`config.mk`:
```
export PLATFORM = sky130hd
export DESIGN_NAME = capture_len_sequencer_flat
export DESIGN_NICKNAME = d
export VERILOG_FILES = /design/src/rtl/capture_len_sequencer_if.sv /design/src/rtl/capture_len_sequencer.sv /design/src/flat_wrapper.sv
export SDC_FILE = /design/constraint.sdc
export NUM_CORES = 1
export LEC_CHECK = 0
export BUFFER_PORTS_ARGS = -buffer_cell sky130_fd_sc_hd__clkbuf_2
export CAP_MARGIN = 20
export CORE_MARGIN = 3
export CORE_UTILIZATION = 25
export CTS_BUF_LIST = sky130_fd_sc_hd__clkbuf_16
export CTS_CLUSTER_DIAMETER = 40
export DETAILED_ROUTE_END_ITERATION = 6
export SLEW_MARGIN = 20
export SYNTH_ARGS = -nofsm -noshare
export SYNTH_HDL_FRONTEND = slang
export SYNTH_SLANG_ARGS = --single-unit
```
`constraint.sdc`:
```
create_clock -name S_AXIS_ACLK -period 8.6 [get_ports S_AXIS_ACLK]
set_input_delay 1.72 -clock S_AXIS_ACLK [delete_from_list [all_inputs] [get_ports S_AXIS_ACLK]]
set_output_delay 1.72 -clock S_AXIS_ACLK [all_outputs]
set_load 0.01 [all_outputs]
```
`src/rtl/capture_len_sequencer_if.sv`:
```
// rtl/capture_len_sequencer_if.sv - command and burst-length handshake bundle for the capture sequencer
interface capture_len_sequencer_if #(
   parameter int C_LEN_WIDTH    = 32,
   parameter int C_REPEAT_WIDTH = 16
);
   logic [C_LEN_WIDTH-1:0]    cmd_len;
   logic [C_REPEAT_WIDTH-1:0] cmd_repeat;
   logic                      cmd_wait_trig;
   logic                      cmd_valid;
   logic                      cmd_ready;
   logic [C_LEN_WIDTH-1:0]    stream_len;
   logic                      len_valid;
   logic                      len_ready;

   // master drives commands and consumes lengths; slave is the sequencer
   modport master (
      output cmd_len, cmd_repeat, cmd_wait_trig, cmd_valid, len_ready,
      input  cmd_ready, stream_len, len_valid
   );

   modport slave (
      input  cmd_len, cmd_repeat, cmd_wait_trig, cmd_valid, len_ready,
      output cmd_ready, stream_len, len_valid
   );
endinterface

```
`src/rtl/capture_len_sequencer.sv`:
```
// rtl/capture_len_sequencer.sv - queues capture commands and issues burst lengths to the packetiser
module capture_len_sequencer #(
   parameter int C_LEN_WIDTH    = 32,
   parameter int C_REPEAT_WIDTH = 16,
   parameter int C_FIFO_AW      = 3
) (
   input  logic                  S_AXIS_ACLK,
   input  logic                  S_AXIS_ARESETN,
   capture_len_sequencer_if.slave seq_if,
   input  logic                  enable,
   input  logic                  abort,
   input  logic                  trigger,
   output logic                  busy,
   output logic [C_FIFO_AW:0]    fifo_level,
   output logic [31:0]           bursts_issued,
   output logic                  cmd_done,
   output logic                  err_zero_len
);

   localparam int                 DEPTH   = 2 ** C_FIFO_AW;
   localparam logic [C_FIFO_AW:0] DEPTH_L = (C_FIFO_AW + 1)'(DEPTH);
   localparam logic [C_FIFO_AW:0] LVL_ONE = (C_FIFO_AW + 1)'(1);
   localparam logic [C_REPEAT_WIDTH-1:0] REP_ONE = C_REPEAT_WIDTH'(1);

   typedef enum logic [1:0] {
      ST_IDLE  = 2'd0,
      ST_ARM   = 2'd1,
      ST_ISSUE = 2'd2
   } state_t;

   state_t state, state_nxt;

   logic [C_LEN_WIDTH-1:0]    len_mem  [DEPTH];
   logic [C_REPEAT_WIDTH-1:0] rep_mem  [DEPTH];
   logic                      wait_mem [DEPTH];

   logic [C_FIFO_AW-1:0]      wr_ptr, rd_ptr;
   logic [C_FIFO_AW:0]        level;
   logic [C_LEN_WIDTH-1:0]    cur_len;
   logic [C_REPEAT_WIDTH-1:0] remaining;
   logic                      cur_wait;

   logic                      push, pop, hs, zero_drop, last_burst;
   logic [C_LEN_WIDTH-1:0]    head_len;
   logic [C_REPEAT_WIDTH-1:0] head_rep;
   logic                      head_wait;

   // ready comes from registered occupancy only, so a full FIFO never passes through
   assign seq_if.cmd_ready  = (level != DEPTH_L);
   assign push              = seq_if.cmd_valid && seq_if.cmd_ready && !abort;
   assign seq_if.len_valid  = (state == ST_ISSUE);
   assign seq_if.stream_len = cur_len;
   assign fifo_level        = level;
   assign busy              = (state != ST_IDLE) || (level != '0);

   assign head_len  = len_mem[rd_ptr];
   assign head_rep  = (rep_mem[rd_ptr] == '0) ? REP_ONE : rep_mem[rd_ptr];
   assign head_wait = wait_mem[rd_ptr];

   always_ff @(posedge S_AXIS_ACLK or negedge S_AXIS_ARESETN) begin
      if (!S_AXIS_ARESETN) begin
         state <= ST_IDLE;
      end else begin
         state <= state_nxt;
      end
   end

   always_comb begin
      state_nxt  = state;
      pop        = 1'b0;
      hs         = 1'b0;
      zero_drop  = 1'b0;
      last_burst = 1'b0;
      case (state)
         ST_IDLE: begin
            if (enable && (level != '0)) begin
               pop = 1'b1;
               if (head_len == '0) begin
                  zero_drop = 1'b1;
               end else begin
                  state_nxt = head_wait ? ST_ARM : ST_ISSUE;
               end
            end
         end
         ST_ARM: begin
            if (trigger) begin
               state_nxt = ST_ISSUE;
            end
         end
         ST_ISSUE: begin
            if (seq_if.len_ready) begin
               hs = 1'b1;
               if (remaining == REP_ONE) begin
                  last_burst = 1'b1;
                  state_nxt  = ST_IDLE;
               end else begin
                  state_nxt = cur_wait ? ST_ARM : ST_ISSUE;
               end
            end
         end
         default: state_nxt = ST_IDLE;
      endcase
      // abort wins, but a handshake completing this cycle still counts
      if (abort) begin
         state_nxt  = ST_IDLE;
         pop        = 1'b0;
         zero_drop  = 1'b0;
         last_burst = 1'b0;
      end
   end

   always_ff @(posedge S_AXIS_ACLK) begin
      if (push) begin
         len_mem[wr_ptr]  <= seq_if.cmd_len;
         rep_mem[wr_ptr]  <= seq_if.cmd_repeat;
         wait_mem[wr_ptr] <= seq_if.cmd_wait_trig;
      end
   end

   always_ff @(posedge S_AXIS_ACLK or negedge S_AXIS_ARESETN) begin
      if (!S_AXIS_ARESETN) begin
         wr_ptr        <= '0;
         rd_ptr        <= '0;
         level         <= '0;
         cur_len       <= '0;
         remaining     <= '0;
         cur_wait      <= 1'b0;
         bursts_issued <= '0;
         cmd_done      <= 1'b0;
         err_zero_len  <= 1'b0;
      end else begin
         cmd_done     <= last_burst;
         err_zero_len <= zero_drop;
         if (hs) begin
            bursts_issued <= bursts_issued + 32'd1;
         end
         if (abort) begin
            wr_ptr    <= '0;
            rd_ptr    <= '0;
            level     <= '0;
            remaining <= '0;
         end else begin
            if (push) begin
               wr_ptr <= wr_ptr + 1'b1;
            end
            if (pop) begin
               rd_ptr <= rd_ptr + 1'b1;
            end
            case ({push, pop})
               2'b10:   level <= level + LVL_ONE;
               2'b01:   level <= level - LVL_ONE;
               default: level <= level;
            endcase
            // zero-length heads leave cur_len alone so stream_len keeps its last value
            if (pop && (head_len != '0)) begin
               cur_len   <= head_len;
               remaining <= head_rep;
               cur_wait  <= head_wait;
            end else if (last_burst) begin
               remaining <= '0;
            end else if (hs) begin
               remaining <= remaining - REP_ONE;
            end
         end
      end
   end

endmodule

```
`src/flat_wrapper.sv`:
```
// flat-port wrapper written by rule: the top's interface ports become plain ports
module capture_len_sequencer_flat 
#(
   parameter int C_LEN_WIDTH    = 32,
   parameter int C_REPEAT_WIDTH = 16,
   parameter int C_FIFO_AW      = 3
)
  (S_AXIS_ACLK, S_AXIS_ARESETN, enable, abort, trigger, busy, fifo_level, bursts_issued, cmd_done, err_zero_len, seq_if_cmd_len, seq_if_cmd_repeat, seq_if_cmd_wait_trig, seq_if_cmd_valid, seq_if_len_ready, seq_if_cmd_ready, seq_if_stream_len, seq_if_len_valid);
  capture_len_sequencer_if #(.C_LEN_WIDTH(C_LEN_WIDTH), .C_REPEAT_WIDTH(C_REPEAT_WIDTH)) seq_if_i ();
  input  logic S_AXIS_ACLK;
  input  logic S_AXIS_ARESETN;
  input  logic enable;
  input  logic abort;
  input  logic trigger;
  output logic busy;
  output logic [C_FIFO_AW:0] fifo_level;
  output logic [31:0] bursts_issued;
  output logic cmd_done;
  output logic err_zero_len;
  input wire logic [$bits(seq_if_i.cmd_len)-1:0] seq_if_cmd_len;
  input wire logic [$bits(seq_if_i.cmd_repeat)-1:0] seq_if_cmd_repeat;
  input wire logic [$bits(seq_if_i.cmd_wait_trig)-1:0] seq_if_cmd_wait_trig;
  input wire logic [$bits(seq_if_i.cmd_valid)-1:0] seq_if_cmd_valid;
  input wire logic [$bits(seq_if_i.len_ready)-1:0] seq_if_len_ready;
  output wire logic [$bits(seq_if_i.cmd_ready)-1:0] seq_if_cmd_ready;
  output wire logic [$bits(seq_if_i.stream_len)-1:0] seq_if_stream_len;
  output wire logic [$bits(seq_if_i.len_valid)-1:0] seq_if_len_valid;
  assign seq_if_i.cmd_len = seq_if_cmd_len;
  assign seq_if_i.cmd_repeat = seq_if_cmd_repeat;
  assign seq_if_i.cmd_wait_trig = seq_if_cmd_wait_trig;
  assign seq_if_i.cmd_valid = seq_if_cmd_valid;
  assign seq_if_i.len_ready = seq_if_len_ready;
  assign seq_if_cmd_ready = seq_if_i.cmd_ready;
  assign seq_if_stream_len = seq_if_i.stream_len;
  assign seq_if_len_valid = seq_if_i.len_valid;
  capture_len_sequencer #(.C_LEN_WIDTH(C_LEN_WIDTH), .C_REPEAT_WIDTH(C_REPEAT_WIDTH), .C_FIFO_AW(C_FIFO_AW)) u_core (.S_AXIS_ACLK(S_AXIS_ACLK), .S_AXIS_ARESETN(S_AXIS_ARESETN), .seq_if(seq_if_i), .enable(enable), .abort(abort), .trigger(trigger), .busy(busy), .fifo_level(fifo_level), .bursts_issued(bursts_issued), .cmd_done(cmd_done), .err_zero_len(err_zero_len));
endmodule
```
==> Yosys cells after proc, flatten, opt, wreduce, memory -nomap -nowiden <==
Memory sizes are Yosys's and may differ from the RTL's.
Cells that the tools add are included.
{ "totals": {"wordCells": 83, "ff_bits": 95, "mem_count": 3, "mem_bits_rw": 392, "out_inout_bits": 73, "in_bits": 56} }
{ "op_classes": {"addsub": 6, "n_bitwise": 1, "n_mux": 35, "reduce_logical": 18, "eq_ne": 10} }
{ "memory_table": {"columns": ["name", "depth", "word_bits", "read_ports", "rd_clocked_by_memory_dff", "wr", "line_no", "text"], "rows": [
  ["u_core.len_mem", 8, 32, 1, 0, 1, "capture_len_sequencer.sv:33", "logic [C_LEN_WIDTH-1:0] len_mem [DEPTH];"],
  ["u_core.rep_mem", 8, 16, 1, 0, 1, "capture_len_sequencer.sv:34", "logic [C_REPEAT_WIDTH-1:0] rep_mem [DEPTH];"],
  ["u_core.wait_mem", 8, 1, 1, 0, 1, "capture_len_sequencer.sv:35", "logic wait_mem [DEPTH];"]
]} }
{ "ops": {"columns": ["operator", "n"], "rows": [
  ["$mux W16", 5],
  ["$add A32 B1 Y32 const B", 1],
  ["$logic_not A32 Y1", 1],
  ["$reduce_bool A32 Y1", 1],
  ["$eq A16 B1 Y1 const B", 1],
  ["$logic_not A16 Y1", 1],
  ["$mux W2", 8],
  ["$sub A16 B1 Y16 const B", 1],
  ["$mux W1", 15],
  ["$mux W3", 4],
  ["$ne A3 B3 Y1 const B", 3],
  ["$pmux W4 S2", 1],
  ["$reduce_bool A4 Y1", 2],
  ["$add A3 B1 Y3 const B", 2],
  ["$pmux W2 S3", 1],
  ["$reduce_bool A2 Y1", 3],
  ["$add A4 B1 Y4 const B", 1],
  ["$eq A2 B1 Y1 const B", 2],
  ["$eq A2 B2 Y1 const B", 2],
  ["$logic_and A1 B1 Y1", 4],
  ["$mux W4", 1],
  ["$ne A4 B4 Y1 const B", 1],
  ["$reduce_and A4 Y1", 1],
  ["$sub A4 B1 Y4 const B", 1],
  ["7 further kinds", 7]
]} }

==> Longest topological paths before layout <==
Gate-level depths: netlist of run 1.
{ "depth": {"ltp_word": 8, "depth_mapped": 12, "mapped_depth_nobuf": 9} }

==> Least setup slack after synthesis of run 1 <==
Ideal clock, no wire load.
{ "synth_path": {"path_type": "input-to-reg", "start": "in abort", "end": "mem u_core.len_mem[0][0] (enable)", "slack_ns": 2.391, "path_buffers": 1, "arrival_ns": 5.693, "setup_time_ns": 0.516, "path_stages": 3, "required_ns": 8.084, "path_cell_list": "clkbuf_1 > or3_1 > nor3_1"} }
{ "synth_via": {"elab_chain_cells": 4} }
{ "synth_lines": {"columns": ["item", "line_no", "text"], "rows": [
  ["start, declared", "flat_wrapper.sv:13", "input logic abort;"],
  ["$logic_not A1 Y1", "capture_len_sequencer.sv:50", "assign push = seq_if.cmd_valid && seq_if.cmd_ready && !abort;"],
  ["$logic_and A1 B1 Y1", "capture_len_sequencer.sv:50", null],
  ["$mux W1", "capture_len_sequencer.sv:113", "if (push) begin"],
  ["$mux W1 (not written as such)", "capture_len_sequencer.sv:114", "len_mem[wr_ptr] <= seq_if.cmd_len;"],
  ["end, declared", "capture_len_sequencer.sv:33", null]
]} }
Every way passes these cells.

==> Final worst setup path of run 1 <==
{ "layout_path": {"start": "reg u_core.rd_ptr[0]", "end": "reg u_core.cur_len[23], in the netlist u_core.seq_if.stream_len[23]"} }
{ "layout_via": {"elab_chain_cells": 4} }
{ "layout_lines": {"columns": ["item", "line_no", "text"], "rows": [
  ["start, declared", "capture_len_sequencer.sv:37", "logic [C_FIFO_AW-1:0] wr_ptr, rd_ptr;"],
  ["start signal, assigned", "capture_len_sequencer.sv:147", "rd_ptr <= rd_ptr + 1'b1;"],
  ["$mem_v2 Z8 W32 *", null, null],
  ["$reduce_bool A32 Y1", "capture_len_sequencer.sv:155", "if (pop && (head_len != '0)) begin"],
  ["$logic_and A1 B1 Y1", "capture_len_sequencer.sv:155", null],
  ["$reduce_and A2 Y1 (no line)", null, null],
  ["end signal, assigned", "capture_len_sequencer.sv:156", "cur_len <= head_len;"],
  ["end, declared", "capture_len_sequencer.sv:39", "logic [C_LEN_WIDTH-1:0] cur_len;"]
]} }
Every way passes the cells marked *; elsewhere a longest branch is shown, timed or not.
A chain may end at the register's enable or synchronous reset.

==> results of run 1 <==
[per-stage QoR]
step / hold slack, ps / instance area (um^2) / util (%) / total power, W
floorplan: 504 / 19800 / - / 0.00362
global placement: 461 / 21600 / 27.8 / 0.00404
detailed placement: 490 / 21600 / 27.8 / 0.00406
CTS: 501 / 23800 / 30.6 / 0.00675
global route: 511 / 23800 / 30.6 / 0.00697
finish: 488 / 23800 / 30.6 / 0.00668
[power by group through the flow]
stage	clock, W	combinational [W]	sequential [W]
after global routing	0.00284	0.00121	0.00293
after floorplan	0	0.000715	0.00291
final	0.00268	0.00110	0.00291
after global placement	0	0.00109	0.00295
after detailed placement	0	0.00111	0.00296
after CTS	0.00273	0.00111	0.00291
[layout make-up]
class                   count  area [um^2]  share of cell area (%)
inverters                  18         67.6                   0.283
diodes                      3         7.51                  0.0315
clock buffers              62         1550                    6.51
multi-input cells         612         5320                    22.3
flip-flops and latches    487        14200                    59.4
well taps                1040         1300                    5.46
clock inverters            51          636                    2.67
repair buffers            148          797                    3.34
[flip-flops by register name, summed over array words and instances, names as in the netlist]
name                      count
u_core.len_mem              256
u_core.fifo_level             4
u_core.rep_mem              128
u_core.seq_if.stream_len     32
u_core.remaining             16
u_core.cmd_done               1
u_core.cur_wait               1
u_core.bursts_issued         32
u_core.rd_ptr                 3
u_core.wait_mem               8
u_core.state                  2
u_core.err_zero_len           1
u_core.wr_ptr                 3
[layout by cell type (no fill, tap or decap), types with 10 or more instances in the layout]
cell | netlist | final
edfxtp_1 | 392 | 392
clkbuf_2 | 1 | 127
mux2i_1 | 99 | 99
dfrtp_1 | 95 | 92
nand2_1 | 67 | 67
clkbuf_16 | 0 | 62
mux4_2 | 61 | 61
nor2_1 | 53 | 47
o21ai_0 | 34 | 34
a22oi_1 | 32 | 32
a21oi_1 | 24 | 24
inv_1 | 16 | 22
xnor2_1 | 22 | 22
buf_4 | 2 | 20
xor2_1 | 19 | 19
o22a_1 | 18 | 18
nand3_1 | 17 | 17
nor3_1 | 17 | 15
nand2b_1 | 13 | 13
mux2_4 | 11 | 11
and3_1 | 11 | 11
mux2_2 | 10 | 10
bufinv_16 | 0 | 10
inv_6 | 0 | 10
[cells by family (layout without fill, tap and decap cells)]
family | after synthesis | count (layout) | synth area share, %
xor gates and xnor gates | 41 | 41 | 1.82
AOI/OAI and AO/OA | 149 | 149 | 5.15
DFF | 487 | 487 | 71.6
and+or+nand+nor | 232 | 232 | 5.75
adders and majority gates | 7 | 7 | 0.443
buffers and inverters | 71 | 279 | 1.72
muxes | 183 | 183 | 13.5
other | 0 | 3 | 0
[path summary, 6_finish.rpt]
path	to	slack [ps]	cells past startpoint
hold reg to reg	u_core.bursts_issued[31]	490	1
min in group asynchronous	u_core.bursts_issued[31]	1060	1
max in group asynchronous	u_core.rd_ptr[0]	6240	2
setup / recovery	u_core.seq_if.stream_len[23]	4020	9
setup reg to reg	u_core.seq_if.stream_len[23]	4020	9
hold / removal	u_core.bursts_issued[31]	490	1
[routing by layer]
metal	up-vias	part of all wire [%]	track usage [%]	wire length (um)
met2	326	47	18.8	22800
li1	4935	-	-	-
met4	2	2.4	3.67	1160
met3	81	5.9	2.64	2860
met1	5579	45	15.5	21600
met5	-	0.023	0	11
[Yosys cell counts, drive strengths merged (8+ instances only)]
cell type	instances
a21oi	24
nor2	55
o21ai	35
mux2i	99
nor3	17
edfxtp	392
nand2	67
o22a	18
nor2b	9
nand2b	13
nand3	17
a22oi	32
nand4	9
xor2	19
dfrtp	95
mux2	23
and3	11
clkbuf	21
inv	17
buf	32
nor4	8
mux4	61
xnor2	22
==> metrics.yaml, run 1 <==
clocking:
  clk_path_buf_depth: 3
  htreeDepth: 2
  clk_latency_ps: 630
  cts-buffers-inserted: 61
  clk_pin_slew_ps: 60
  cts_sinks: 487
  ctsResizeCount: 0
  cts_tree: "yes"
  post_cts.repair.setup_buffers: 0
  root_buffer: "clkbuf_16"
  ctsHoldBuffers: 0
synthesis:
  yosysSeqAreaShare_pct: 71.6
  yosysUniqueCellTypes: 64
  postSynthAreaPerCell_um2: 16.9
  syn_inst: 1170
  synth.area.top_cells: "edfxtp_1 60%, dfrtp_1 12%, mux4_2 7.0%"
  syn_nets: 1233
  synth_seq_cells: 487
  synth-edff-count: 392
  yosysTopAreaCell: "edfxtp_1"
  synth_top_area_share_pct: 59.6
  yosys_most_used_dff: "edfxtp_1"
  synthArstFlopShare_pct: 19.5
  netlist_area_um2: 19800
  yosysWarnings: 0
global_routing:
  antenna_found_initial: 4
  grt_start_max_net_pins: 63
  first_global_vias: 11300
  overflow: 0
  gr-usage-all-layers_pct: 11.6
  grt_pass1_wl_mm: 72.5
power_and_ir_drop:
  power_frac_seq_pct: 43.5
  clkPwrFrac_pct: 40.1
  comb_power_share_pct: 16.4
  switching_share_pct: 27.7
  p_int_w: 0.00483
  p_leak_nw: 8.23
  powerDensity_nw_per_um2: 280
  p_sw_w: 0.00185
  ir_drop_v: 0.000165
critical_path:
  worstSetupStartpoint: "u_core.rd_ptr[0]"
  critPathRequiredTime_ps: 9110
  slowest_delay_ps: 790
  timing.rr.start: "u_core.rd_ptr[0]"
  crit_family: "compound AO/OA/AOI/OAI gates"
  cp.arrival_ps: 5090
  start_kind: "flip-flop"
  crit_type: "flip-flop to flip-flop"
  cp_max_fo: 40
  cp_num_buf_inv: 2
  crit_chain: "buf_4 -> nor2b_1 -> a22oi_1 -> a22oi_1 -> nand4_1 -> a2111o_1 -> o21a_2 -> buf_4 -> mux2_4"
  cp-end-kind: "flip-flop"
  cpMaxStageDelayCell: "nor2b_1"
placed_design:
  place_ws_ps: 3990
  place.gp.congestion: 0.799
  io_buffers: 128
  hpwl_mm: 30.0
  placedCellCount: 2304
sta:
  period_minus_slack_ps: 4580
  tightest_slew_ps: 938
  rsz0062_at_grt: "false"
  clock_skew_ps: 39.2
  slew_headroom_pct: 37.5
  tns_ps: 0
  finalSetupViolCount: 0
  finalHoldViolCount: 0
  finalCritPeriodShare_pct: 53.2
  fmax_mhz: 218
  drv_slew: 0
  layout_setup_ws_ps: 4020
drt:
  drt_iter0_drc: 756
  drt_wl_total_mm: 48.5
  vias: 10900
  postRouteAntennaNets: 0
  via_per_inst: 4.51
  wl_per_cell_um: 20.0
  drt_pre_antenna_iters: 5
  drc: 0
floorplanning:
  die_h_um: 287
  core_um2: 77800
  rows: 102
  die_w_um: 287
  ios: 129
  start_util_pct: 25.4
  die_area_um2: 82400
cells_and_area:
  syn_to_final_growth_pct: 20.7
  instances_no_fill: 2421
  fill_cells: 7668
  drive_above_1_share_pct: 25.5
  final_nets: 1391
job:
  max_cap_violations: 0
run_status:
  status: "completed"
min_path:
  worstHoldStart: "u_core.bursts_issued[31]"
  hp-class: "flip-flop to flip-flop"
(Power assumes the default switching activity.)
==> inputs of run 2 (changes only) <==
==> constraint.sdc (replaced) <==
create_clock -name S_AXIS_ACLK -period 4.3 [get_ports S_AXIS_ACLK]
set_input_delay 0.86 -clock S_AXIS_ACLK [delete_from_list [all_inputs] [get_ports S_AXIS_ACLK]]
set_output_delay 0.86 -clock S_AXIS_ACLK [all_outputs]
set_load 0.01 [all_outputs]
==> run 2 against run 1 <==
Clock skew down 4.1 ps. Core utilization up 1.2 points. Non-clock buffer count is 24 higher. Sequential cell count is the same. Combinational power grew 110%. Sequential power is 98% higher. Routed wire length grew 2.0%. Global-route usage grew 0.40 points. Hold slack got worse by 250 ps. Critical path depth stayed put. Critical path type unchanged. Largest power group is now clock.
==> metrics.yaml, run 2 (synthesis gave the netlist of run 1 again) <==
clocking:
  ctsHoldBuffers: 0  # unchanged
  clk_path_buf_depth: 3  # unchanged
  ctsResizeCount: 0  # unchanged
  clk_latency_ps: 630  # about the same
  cts-buffers-inserted: 80  # +31%
  cts_sinks: 487  # unchanged
  cts_tree: "yes"
  htreeDepth: 3  # +1
  post_cts.repair.setup_buffers: 0  # unchanged
  root_buffer: "clkbuf_16"
  clk_pin_slew_ps: 50  # about the same
global_routing:
  grt_pass1_wl_mm: 74.7  # +3.1%
  first_global_vias: 11800  # +3.9%
  overflow: 0  # unchanged
  antenna_found_initial: 8  # +4
  gr-usage-all-layers_pct: 12.0  # +0.40 points
  grt_start_max_net_pins: 50  # -21%
critical_path:
  crit_type: "flip-flop to flip-flop"
  crit_chain: "buf_12 -> buf_4 -> mux4_2 -> mux2i_1 -> o21ai_0 -> a2111o_1 -> o21a_2 -> buf_12 -> o22a_1"
  cpMaxStageDelayCell: "dfrtp_4"
  critPathRequiredTime_ps: 4790  # -4320 ps
  cp-end-kind: "flip-flop"
  cp.arrival_ps: 4150  # -940 ps
  slowest_delay_ps: 700  # -90 ps
  cp_max_fo: 25  # -38%
  start_kind: "flip-flop"
  crit_path_frequent_cell: "buf_12"
cells_and_area:
  multi_input_area_um2: 5330  # +0.24%
  seqCellArea_um2: 14200  # unchanged
  top_regs: "u_core.len_mem x256, u_core.rep_mem x128"
  syn_to_final_growth_pct: 25.4
  largest_reg_flops: 256  # unchanged
  final_cell_mix: "392 x edfxtp_1, 127 x clkbuf_2, 99 x mux2i_1, 92 x dfrtp_1, 83 x clkbuf_16"
  drive_above_1_share_pct: 28.2  # +2.7 points
  post-route-util_pct: 31.8  # +1.2 points
  fill_cells: 7624  # -0.57%
  final_nets: 1434  # +3.1%
  final_common_cell: "edfxtp_1"
  top_register: "u_core.len_mem"
sta:
  drv_slew: 0  # unchanged
  finalCritPeriodShare_pct: 85.1  # +32 points
  finalHoldViolCount: 0  # unchanged
  clock_skew_ps: 35.1  # -4.13 ps
  period_minus_slack_ps: 3660  # -919 ps
  slew_headroom_pct: 39.9  # +2.5 points
  tns_ps: 0  # unchanged
  finalSetupViolCount: 0  # unchanged
  fmax_mhz: 273  # +25%
  tightest_slew_ps: 901  # -37.2 ps
  rsz0062_at_grt: "false"
drt:
  met1_length_mm: 21.6  # about the same
  wl_per_cell_um: 19.9  # -0.58%
  drt_iter0_drc: 793  # +4.9%
  vias: 11200  # +2.7%
  via_per_inst: 4.52  # +0.14%
  wl_met3_mm: 3.19  # +12%
  drc: 0  # unchanged
  dr_wl_met2_mm: 23.2  # +1.8%
  maxUsedRoutingLayer: "met5"
  postRouteAntennaNets: 0  # unchanged
  drt_wl_total_mm: 49.4  # +2.0%
  drt_pre_antenna_iters: 4  # -1
floorplanning:
  die_w_um: 287  # unchanged
  start_util_pct: 25.4  # unchanged
  die_h_um: 287  # unchanged
  die_area_um2: 82400  # unchanged
  ios: 129  # unchanged
  rows: 102  # unchanged
  core_um2: 77800  # unchanged
placed_design:
  io_buffers: 128  # unchanged
  hpwl_mm: 31.0  # +3.4%
  place.gp.congestion: 0.813  # +1.7%
job:
  max_cap_violations: 0  # unchanged
power_and_ir_drop:
  powerDensity_nw_per_um2: 584  # +110%
  p_leak_nw: 8.66  # +5.2%
  ir_drop_v: 0.000324  # +97%
min_path:
  hp-class: "primary input to asynchronous set/reset pin"
run_status:
  status: "completed"
run 2: worst paths after layout:
kind                                     startpoint                  endpoint  slack, ps  depth (start not counted)
min                                  S_AXIS_ARESETN          u_core.wr_ptr[0]        240                          1
max in group asynchronous            S_AXIS_ARESETN  u_core.bursts_issued[21]       3200                          2
max reg2reg                        u_core.rd_ptr[1]       u_core.remaining[9]        640                          9
max                                u_core.rd_ptr[1]       u_core.remaining[9]        640                          9
min in group S_AXIS_ACLK   u_core.bursts_issued[31]  u_core.bursts_issued[31]        470                          1
min reg2reg                u_core.bursts_issued[31]  u_core.bursts_issued[31]        470                          1
run 2: routing by layer:
| layer | global-route usage (%) | vias up |
|---|---|---|
| li1 | - | 5035 |
| met1 | 15.5 | 5770 |
| met2 | 19.2 | 314 |
| met3 | 3.52 | 91 |
| met4 | 4.40 | 8 |
| met5 | 0 | - |
run 2: cell type report:
cell class	count	share of cell area [%]
Sequential cell	487	57.2
Multi-Input combinational cell	612	21.5
Clock buffer	83	8.39
Tap cell	1040	5.25
Timing Repair Buffer	172	4.44
Clock inverter	66	2.90
Inverter	18	0.273
Antenna cell	5	0.0505
run 2: power breakdown:
group	internal (W)	leakage, nW	switching [W]	total (W)
logic	0.000980	2.54	0.00132	0.00230
registers	0.00545	4.75	0.000322	0.00577
clock network	0.00397	1.37	0.00241	0.00638
run 2: metrics by stage:
step                hold WS [ps]  instances  area [um^2]  power [W]  setup slack (ps)
finish                       241       2483        24800     0.0145               640
global route                 268       2479        24800     0.0151               437
CTS                          233       2478        24800     0.0146               605
detailed placement           472       2329        22000    0.00818               643
global placement             460       2329        22000    0.00812               719
floorplan                    504       1170        19800    0.00724               265
run 2: worst max-delay path, delay by kind of cell, from the launching register on:
family | cells | cell delay, ps
buffers and inverters | 3 | 760
flip-flops | 1 | 700
multiplexers | 2 | 700
AO/OA/AOI/OAI | 4 | 1320
==> inputs of run 3 (changes only) <==
--- a/config.mk
+++ b/config.mk
@@ -12,6 +12,7 @@
 export CTS_BUF_LIST = sky130_fd_sc_hd__clkbuf_16
 export CTS_CLUSTER_DIAMETER = 40
 export DETAILED_ROUTE_END_ITERATION = 6
+export MAX_ROUTING_LAYER = met4
 export SLEW_MARGIN = 20
 export SYNTH_ARGS = -nofsm -noshare
 export SYNTH_HDL_FRONTEND = slang
==> run 3 against run 2 <==
Clock power about the same. Clock-buffer cell count did not move. Global-route usage grew 0.35 points. Design area barely moved. Maximum frequency barely moved. Critical path depth grew 1. Routed wire length is 0.29% lower. Via count about the same. First-iteration DRC count down 2.3%. Sequential cell count is the same. Sequential power is essentially flat. Hold slack got worse by 1.9 ps. Critical path type unchanged. Largest cell class unchanged.
==> metrics.yaml, run 3 (synthesis gave the netlist of run 1 again) <==
run_status:
  status: "completed"
drt:
  drt_iter0_drc: 775  # -2.3%
  vias: 11200  # -0.098%
  drt_pre_antenna_iters: 5  # +1
  wl_per_cell_um: 19.8  # -0.49%
  via_per_inst: 4.50  # -0.30%
  drt_wl_total_mm: 49.3  # -0.29%
  postRouteAntennaNets: 0  # unchanged
  drc: 0  # unchanged
critical_path:
  critPathRequiredTime_ps: 4790  # about the same
  cpMaxStageDelayCell: "dfrtp_4"
  slowest_delay_ps: 690  # about the same
  cp_max_fo: 25  # unchanged
  start_kind: "flip-flop"
  cp.arrival_ps: 4150  # about the same
  crit_chain: "buf_12 -> buf_4 -> mux4_2 -> nand2_1 -> and2_0 -> and4_1 -> nand4_1 -> o21a_2 -> buf_12 -> o22a_1"
  crit_type: "flip-flop to flip-flop"
  cp_num_buf_inv: 3  # unchanged
  crit_path_frequent_cell: "buf_12"
  crit_family: "compound AO/OA/AOI/OAI gates"
  cp-end-kind: "flip-flop"
placed_design:
  placed_cell_area_um2: 22000  # unchanged
  io_buffers: 128  # unchanged
  placedCellCount: 2329  # unchanged
  place.gp.congestion: 0.826  # +1.5%
  hpwl_mm: 31.0  # unchanged
sta:
  rsz0062_at_grt: "false"
  finalSetupViolCount: 0  # unchanged
  tns_ps: 0  # unchanged
  slew_headroom_pct: 40.4  # +0.46 points
  finalCritPeriodShare_pct: 85.2  # about the same
  finalHoldViolCount: 0  # unchanged
  fmax_mhz: 273  # about the same
  tightest_slew_ps: 894  # -6.84 ps
  clock_skew_ps: 35.9  # +0.834 ps
  period_minus_slack_ps: 3660  # +3.35 ps
  drv_slew: 0  # unchanged
cells_and_area:
  largest_reg_flops: 256  # unchanged
  final_nets: 1434  # unchanged
  stdcell_area_um2: 24800  # about the same
  fill_cells: 7621  # -0.039%
  drive_above_1_share_pct: 28.2  # unchanged
  final_common_cell: "edfxtp_1"
  instances_no_fill: 2488  # +0.20%
  top_register: "u_core.len_mem"
  syn_to_final_growth_pct: 25.5  # about the same
  final_cell_mix: "392 x edfxtp_1, 127 x clkbuf_2, 99 x mux2i_1, 92 x dfrtp_1, 83 x clkbuf_16"
  multi_input_area_um2: 5330  # unchanged
  top_regs: "u_core.len_mem x256, u_core.rep_mem x128"
  seqCellArea_um2: 14200  # unchanged
global_routing:
  grt_start_max_net_pins: 50  # unchanged
  antenna_found_initial: 9  # +1
  gr-usage-all-layers_pct: 12.4  # +0.35 points
  grt_pass1_wl_mm: 74.7  # about the same
  overflow: 0  # unchanged
  first_global_vias: 11800  # -0.034%
floorplanning:
  ios: 129  # unchanged
  core_um2: 77800  # unchanged
  die_h_um: 287  # unchanged
  start_util_pct: 25.4  # unchanged
  rows: 102  # unchanged
  die_w_um: 287  # unchanged
  die_area_um2: 82400  # unchanged
job:
  max_cap_violations: 0  # unchanged
power_and_ir_drop:
  powerDensity_nw_per_um2: 584  # about the same
  p_leak_nw: 8.66  # about the same
  ir_drop_v: 0.000324  # +0.11%
clocking:
  root_buffer: "clkbuf_16"
  cts_sinks: 487  # unchanged
  ctsHoldBuffers: 0  # unchanged
  clk_path_buf_depth: 3  # unchanged
  clk_pin_slew_ps: 50  # about the same
  post_cts.repair.setup_buffers: 0  # unchanged
  clk_latency_ps: 630  # about the same
  cts-buffers-inserted: 80  # unchanged
  htreeDepth: 3  # unchanged
  ctsResizeCount: 0  # unchanged
  cts_tree: "yes"
min_path:
  hp-class: "primary input to asynchronous set/reset pin"
[run 3: cell types whose count changed in the layout (fill, tap and decap cells not counted)]
| cell | before | now |
|---|---|---|
| diode_2 | 5 | 10 |
[run 3: metrics by stage]
stage	power [W]	hold WS (ps)	setup WS (ps)	utilization, %
5_1_grt	0.0151	266	440	31.8
6_report	0.0145	239	636	31.8
4_1_cts	0.0146	233	605	31.8
3_5_place_dp	0.00818	472	643	28.2
3_3_place_gp	0.00812	460	719	28.2
2_1_floorplan	0.00724	504	265	-
[run 3: final timing paths]
path                                          start                  endpoint  slack (ps)  cells after the start
max                                u_core.rd_ptr[1]       u_core.remaining[9]         640                     10
min                                  S_AXIS_ARESETN          u_core.wr_ptr[0]         240                      1
max reg2reg                        u_core.rd_ptr[1]       u_core.remaining[9]         640                     10
min reg2reg                u_core.bursts_issued[31]  u_core.bursts_issued[31]         470                      1
max in group asynchronous            S_AXIS_ARESETN  u_core.bursts_issued[21]        3200                      2
min in group S_AXIS_ACLK   u_core.bursts_issued[31]  u_core.bursts_issued[31]         470                      1
[run 3: metal layers]
metal | vias up | track usage [%] | routed length [um]
li1 | 5033 | - | -
met1 | 5766 | 15.4 | 21300
met2 | 315 | 19.2 | 23200
met3 | 93 | 3.63 | 3410
met4 | 0 | 4.29 | 1350
met5 | - | - | 0
[run 3: cell type report]
cell class / instances / area share (%)
antenna: 10 / 0.101
tap: 1040 / 5.25
multi-input combinational: 612 / 21.5
sequential: 487 / 57.1
timing repair buffer: 172 / 4.43
clock inverter: 66 / 2.90
clock buffer: 83 / 8.38
inverter: 18 / 0.273
[run 3: power by group]
part           switching (W)  leakage [nW]  internal [W]
Combinational        0.00132          2.54      0.000980
Sequential          0.000322          4.75       0.00545
Clock                0.00242          1.37       0.00397
Total                0.00406          8.66        0.0104
